### config.mk
export PLATFORM = sky130hd
export DESIGN_NAME = multichannel_direct_digital_synthesizer
export DESIGN_NICKNAME = d
export VERILOG_FILES = /design/src/rtl/multichannel_direct_digital_synthesizer.sv
export SDC_FILE = /design/constraint.sdc
export NUM_CORES = 2
export LEC_CHECK = 0
export ABC_AREA = 1
export BUFFER_PORTS_ARGS = -buffer_cell sky130_fd_sc_hd__buf_2
export CAP_MARGIN = 5
export CORE_AREA = 2 2 304 306
export CTS_CLUSTER_DIAMETER = 150
export DETAILED_ROUTE_END_ITERATION = 6
export DIE_AREA = 0 0 306 308
export PLACE_DENSITY = 0.64
export SLEW_MARGIN = 15
export SYNTH_ARGS = -nofsm -noshare
export SYNTH_HDL_FRONTEND = slang
export SYNTH_SLANG_ARGS = --single-unit
### constraint.sdc
create_clock -name clock -period 5.1 [get_ports clock]
set_input_delay 1.53 -clock clock [delete_from_list [all_inputs] [get_ports clock]]
set_output_delay 1.53 -clock clock [all_outputs]
set_load 0.02 [all_outputs]
### src/rtl/multichannel_direct_digital_synthesizer.sv
// N-channel DDS: phase accumulate + offset, quarter-wave sine LUT, amplitude scale; 4 cycles acc -> io_B.
// No backpressure: a sample is produced every cycle, qualified by io_valid (io_enable delayed 4 cycles).
module multichannel_direct_digital_synthesizer #(
    parameter int g_channels = 2,
    parameter int g_accWidth = 32,
    parameter int g_lutBits  = 10,
    parameter int g_outWidth = 12
) (
    input  logic                                                    clock,
    input  logic                                                    reset,
    input  logic                                                    io_enable,
    input  logic                                                    io_sync,
    input  logic                                                    io_update,
    input  logic                                                    io_cfg_wen,
    input  logic [((g_channels > 1) ? $clog2(g_channels) : 1)-1:0] io_cfg_chan,
    input  logic [1:0]                                              io_cfg_sel,
    input  logic [g_accWidth-1:0]                                   io_cfg_data,
    output logic [g_channels*g_outWidth-1:0]                        io_B,
    output logic                                                    io_valid
);

    localparam int ChanW   = (g_channels > 1) ? $clog2(g_channels) : 1;
    localparam int AddrW   = g_lutBits - 2;
    localparam int Quarter = 1 << AddrW;
    localparam int ProdW   = 2 * g_outWidth;
    localparam logic [g_outWidth-1:0] AmpUnity = {1'b1, {(g_outWidth-1){1'b0}}};

    // Half-step sampling keeps every entry nonzero and makes the quarter mirror exact.
    function automatic logic signed [g_outWidth-1:0] rom_entry(input int k);
        real peak;
        real v;
        peak = real'((1 << (g_outWidth - 1)) - 1);
        v    = peak * $sin(2.0 * 3.141592653589793 * (real'(k) + 0.5) / real'(1 << g_lutBits));
        return g_outWidth'($rtoi(v + 0.5));
    endfunction

    logic signed [g_outWidth-1:0] rom [Quarter];

    for (genvar k = 0; k < Quarter; k++) begin : g_rom
        localparam logic signed [g_outWidth-1:0] RomVal = rom_entry(k);
        assign rom[k] = RomVal;
    end

    logic [g_accWidth-1:0]        acc     [g_channels];
    logic [g_accWidth-1:0]        ftw_sh  [g_channels];
    logic [g_accWidth-1:0]        ftw_act [g_channels];
    logic [g_accWidth-1:0]        off_sh  [g_channels];
    logic [g_accWidth-1:0]        off_act [g_channels];
    logic [g_outWidth-1:0]        amp_sh  [g_channels];
    logic [g_outWidth-1:0]        amp_act [g_channels];
    logic [g_outWidth-1:0]        amp_eff [g_channels];
    logic [g_lutBits-1:0]         p_r     [g_channels];
    logic [g_channels-1:0]        q1_r;
    logic [AddrW-1:0]             addr_r  [g_channels];
    logic signed [g_outWidth-1:0] s_r     [g_channels];
    logic signed [g_outWidth-1:0] b_r     [g_channels];
    logic signed [ProdW-1:0]      prod    [g_channels];
    logic [3:0]                   vld_sr;

    // Shadow writes and the commit share an edge; active takes the pre-write shadow.
    always_ff @(posedge clock or negedge reset) begin
        if (!reset) begin
            for (int k = 0; k < g_channels; k++) begin
                ftw_sh[k]  <= '0;
                ftw_act[k] <= '0;
                off_sh[k]  <= '0;
                off_act[k] <= '0;
                amp_sh[k]  <= AmpUnity;
                amp_act[k] <= AmpUnity;
            end
        end else begin
            for (int k = 0; k < g_channels; k++) begin
                if (io_update) begin
                    ftw_act[k] <= ftw_sh[k];
                    off_act[k] <= off_sh[k];
                    amp_act[k] <= amp_sh[k];
                end
                if (io_cfg_wen && io_cfg_chan == ChanW'(k)) begin
                    case (io_cfg_sel)
                        2'd0:    ftw_sh[k] <= io_cfg_data;
                        2'd1:    off_sh[k] <= io_cfg_data;
                        2'd2:    amp_sh[k] <= io_cfg_data[g_outWidth-1:0];
                        default: ;
                    endcase
                end
            end
        end
    end

    always_comb begin
        for (int k = 0; k < g_channels; k++) begin
            amp_eff[k] = (amp_act[k] > AmpUnity) ? AmpUnity : amp_act[k];
            prod[k]    = ProdW'(s_r[k]) * ProdW'($signed({1'b0, amp_eff[k]}));
        end
    end

    always_ff @(posedge clock or negedge reset) begin
        if (!reset) begin
            for (int k = 0; k < g_channels; k++) begin
                acc[k]    <= '0;
                p_r[k]    <= '0;
                addr_r[k] <= '0;
                s_r[k]    <= '0;
                b_r[k]    <= '0;
            end
            q1_r   <= '0;
            vld_sr <= '0;
        end else begin
            for (int k = 0; k < g_channels; k++) begin
                if (io_sync) begin
                    acc[k] <= '0;
                end else if (io_enable) begin
                    acc[k] <= acc[k] + ftw_act[k];
                end
                p_r[k]    <= g_lutBits'((acc[k] + off_act[k]) >> (g_accWidth - g_lutBits));
                q1_r[k]   <= p_r[k][g_lutBits-1];
                addr_r[k] <= p_r[k][AddrW] ? ~p_r[k][AddrW-1:0] : p_r[k][AddrW-1:0];
                s_r[k]    <= q1_r[k] ? -rom[addr_r[k]] : rom[addr_r[k]];
                b_r[k]    <= g_outWidth'(prod[k] >>> (g_outWidth - 1));
            end
            vld_sr <= {vld_sr[2:0], io_enable};
        end
    end

    for (genvar k = 0; k < g_channels; k++) begin : g_out
        assign io_B[k*g_outWidth +: g_outWidth] = b_r[k];
    end

    assign io_valid = vld_sr[3];

endmodule

### After elaboration in Yosys (flattened, before gate mapping)

Memory sizes are Yosys's and may differ from the RTL's.
Index checks and enable logic that the tools add are counted.

| word-level totals | value |
|---|---|
| logic and storage cells | 69 |
| register bits | 458 |
| input bits | 41 |
| memory bits (read-only) | 6144 |
| memories kept | 2 |
| output and inout port bits | 25 |

Memories:

| memory | words | bits a word | read ports | clocked after Yosys merged registers in | write ports | line | text |
|---|---|---|---|---|---|---|---|
| (no name shown) | 256 | 12 | 1 | 0 | 0 | 118 | `s_r[k] <= q1_r[k] ? -rom[addr_r[k]] : rom[addr_r[k]];` |
| (no name shown) | 256 | 12 | 1 | 0 | 0 | 118 |  |

| cells by class | value |
|---|---|
| reductions and logical operators | 10 |
| mux-type cells | 14 |
| order comparisons | 4 |
| equal/unequal tests | 2 |
| bitwise logic cells | 5 |
| add/subtract/negate cells | 6 |
| $mul | 2 |

Operators by type and width:

| kind | number |
|---|---|
| 32-bit adder | 4 |
| 32-bit 2-to-1 mux | 4 |
| 12-bit 2-to-1 mux | 8 |
| 12-bit by 13-bit multiplier with 23-bit output | 2 |
| 12-bit > comparator (second input constant) | 2 |
| 12-bit negation | 2 |
| 9-bit greater-or-equal comparator (second input constant) | 2 |
| 8-bit NOT with 9-bit output | 2 |
| 8-bit 2-to-1 mux | 2 |
| 8-bit NOT | 2 |
| 2-bit AND reduction | 6 |
| 2-bit by 1-bit equality test with 1-bit output (second input constant) | 1 |
| 2-bit equality test (second input constant) | 1 |
| 1-bit logical AND | 2 |
| 2-bit logical NOT | 1 |
| 2-bit nonzero test | 1 |
| 1-bit NOT | 1 |

### Depth between registers and ports, before layout

| depth | value |
|---|---|
| word-level depth | 6 |
| depth in mapped cells | 32 |

### Least setup slack after synthesis

OpenSTA, ideal clock, no wires.

| timing path | value |
|---|---|
| path kind | register to register |
| start | register amp_act[11] (netlist name) |
| end | register b_r (netlist bit io_B[21]) |
| data arrival time | 5.419 ns |
| required time | 4.977 ns |
| setup slack | -0.442 ns |
| stages on the path, launching flop included | 24 |
| setup time | 0.123 ns |
| cells stage by stage | dfstp_2 -> clkbuf_1 -> inv_1 -> a31oi_1 -> nor2_1 -> inv_1 -> nor2_1 -> fa_1 -> inv_1 -> fa_1 -> inv_1 -> fa_1 -> fa_1 -> inv_1 -> fa_1 -> inv_1 -> ha_1 -> a21oi_1 -> o21ai_0 -> a21boi_0 -> o21ai_0 -> nand2_1 -> nand2_1 -> xor2_1 |

RTL lines:

| what | line | text |
|---|---|---|
| start, declared | 50 | `logic [g_outWidth-1:0] amp_act [g_channels];` |
| start signal, assigned by index | 69 | `amp_act[k] <= AmpUnity;` |
| start signal, assigned by index | 76 | `amp_act[k] <= amp_sh[k];` |
| end signal, assigned by index | 119 | `b_r[k] <= g_outWidth'(prod[k] >>> (g_outWidth - 1));` |
| end, declared | 56 | `logic signed [g_outWidth-1:0] b_r [g_channels];` |

==> results.md <==
- Status: finished with violations
- Failing checks: setup timing
- Nets: between 5000 and 6000
- Synth Area per Inst: just under 8 sq um
- Total die area: 0.0942 sq mm
- Sequential area share after synthesis: 31.7%
- Worst min path class: flip-flop to flip-flop
- I/O pin count: 66
- # clock sinks: 458
- Commonest cells after routing, fill and taps aside: nand2_1, inv_1, dfrtp_1
- Fmax: around 0.18 GHz
- #FFs+latches synth: 458
- Syn_nets: 5099
- Max Root-Sink Buffers: 3
- H-tree levels: 2
- Vias in the first global route: 30372
- Critical setup path kind: flip-flop to flip-flop
- Multi-input logic area: between 0.02 and 0.025 sq mm
- Synth top area cells: dfrtp_1, nand2_1, fa_1
- Initial antenna violation count: 1
- Worst-path maximum fanout: 7
- Pre-CTS setup slack: -431 ps
- End-of-flow core utilization: 45.6%
- Post-synth top area share: 31.4%
- Max-slew violation count: 0
- Maximum Capacitance Violations: 0
- Hold path depth: 0
- Fillcell total: 8944
- Post-route DRC: 0
- Die W: 306 um
- Die height: 308 um
- Drt via density: between 5 and 6
- Routed wire length per instance: 16.8 um
- Detailed placement HPWL: 74700 um
- Mapped Area: around 0.036 sq mm
- Final ANT Viol Nets: 0
- Warnings, synthesis: 0
- Reg area: between 0.01 and 0.015 sq mm
- Min Tclk post-route: 5430 ps
- Worst Path Arrival: 5910 ps
- RSZ-0062 raised after global routing: yes
- Placer congestion estimate: 0.971
- Final worst slack: -334 ps
- Critical path's largest stage delay: around 540 ps
- Post-Synthesis Cells: 4578
- CP max-delay cell: fa_1
- EDFF count, synth: 0
- Largest net degree at the start of global routing: 108
- Hold_buf cts: 0
- Core area: a little over 0.09 sq mm
- Final setup viols: 19
- Global-route wire length before repair: ~160000 um
- Worst-skew pair later-pin latency: 610 ps
- Async set-or-reset flop fraction in the synthesized netlist: 100%
- Total track usage: 21.3%
- Slew @ Worst Pin: 1150 ps
- Required time of the critical path: ~5600 ps
- Slew headroom: 23.5%
- Via count: around 31000
- First DRT Iteration DRCs: ~2800
- ANT cells: 0
- PortBufs: 65
- CTS tree: built
- Reg2Reg Depth: 30
- Top FF cell, synth: dfrtp_1
- Global route overflow: 0
- Area leader, netlist: dfrtp_1
- Site Rows: 111
- Crit. End Element: flip-flop
- Area Growth Syn to Fin: 14.7%
- Pre-Repair DR Iteration Count: 7
- Root Buffer: clkbuf_16
- Worst setup SP type: flip-flop
- Final-report hold violation count: 0
- Most common cell on crit path: inv_2
- Post-synth cell types: 54
- Clock Skew: 25.0 ps
- TritonCTS Buffers: 50
- Fraction of layout cells with a size suffix above 1: 15.2%
- Initial core utilization: 39.7%
- Commonest non-fill, non-tap cell in the layout: nand2_1
- Total wire length: approximately 100000 um
- Period utilization: 107%
- Reg clk slew, reported paths: 60 ps
==> final cells by class <==
class / count / area share [%]
clock buffers: 68 / 3.42
multi-input cells: 3409 / 54.5
well taps: 1186 / 3.58
clock inverters: 24 / 0.776
flip-flops and latches: 458 / 27.7
inverters: 564 / 5.13
repair buffers: 267 / 4.91
==> worst paths after layout <==
check / slack (ps) / from / to
min in group asynchronous: 920 / reset / io_B[12]
max in group asynchronous: 3040 / reset / acc[47]
worst min-delay path: 340 / p_r[9] / q1_r[1]
worst max-delay path: -330 / amp_act[15] / io_B[11]
worst min register to register: 340 / p_r[9] / q1_r[1]
worst max register to register: -330 / amp_act[15] / io_B[11]
==> state kept, by name, indices dropped and copies added (netlist names), 24 cells and up <==
name,count
io_B,24
ftw_sh,64
s_r,24
acc,64
off_act,64
ftw_act,64
off_sh,64
amp_sh,24
amp_act,24
==> what timing repair did <==
item | 4_1_cts | 5_1_grt
pin swaps | 51 | 44
setup endpoints to repair | 22 | 24
gates cloned | 1 | 0
buffers inserted | 17 | 21
resized for setup | 113 | 89
==> worst max-delay path: cells and delay by family, from the launching register on <==
kind,cells,cell delay (ps)
simple gates,13,1360
xor+xnor,1,130
flops,1,370
compound gates,2,390
fa+ha+maj,6,2480
buf+inv,8,570
==> synth_stat cells (all sizes together) (9+ instances only) <==
master / n
o21bai: 9
o21a: 14
nor3: 27
a21o: 19
dfrtp: 454
a31oi: 20
xnor2: 20
o21ai: 367
nor2: 367
mux2: 128
a21oi: 221
ha: 280
buf: 59
clkbuf: 89
nand3: 259
nand4: 38
fa: 200
xor2: 67
o211ai: 19
inv: 563
nor4: 9
nand2: 1284
==> cells by family (layout without fill, tap and decap cells) <==
logic type | after synthesis | after routing | synth area share, %
compound gates | 710 | 711 | 10.8
xor+xnor | 87 | 87 | 2.11
fa+ha+maj | 480 | 480 | 20.8
buf+inv | 712 | 923 | 7.94
flops | 458 | 458 | 31.7
mux | 128 | 128 | 3.99
simple gates | 2003 | 2003 | 22.7
==> metal layers <==
| metal | track usage, % | vias to the layer above | routed length [um] |
|---|---|---|---|
| li1 | - | 15142 | - |
| met1 | 31.0 | 15156 | 46800 |
| met2 | 33.4 | 975 | 44900 |
| met3 | 2.39 | 200 | 5990 |
| met4 | 6.26 | 0 | 2830 |
| met5 | 0 | - | 0 |
==> metrics by stage <==
stage | instance area, sq um | hold WS, ps | instances | TNS [ps]
floorplan | 36300 | 331 | 4578 | 0
global placement | 38700 | 335 | 5846 | -4380
detailed placement | 38700 | 335 | 5846 | -5460
CTS | 41000 | 342 | 5955 | -1950
global route | 41500 | 362 | 5976 | -9010
finish | 41500 | 342 | 5976 | -4060
Power is not shown: default switching activity piles up to over one toggle a cycle in this logic, so the estimate is an artifact.
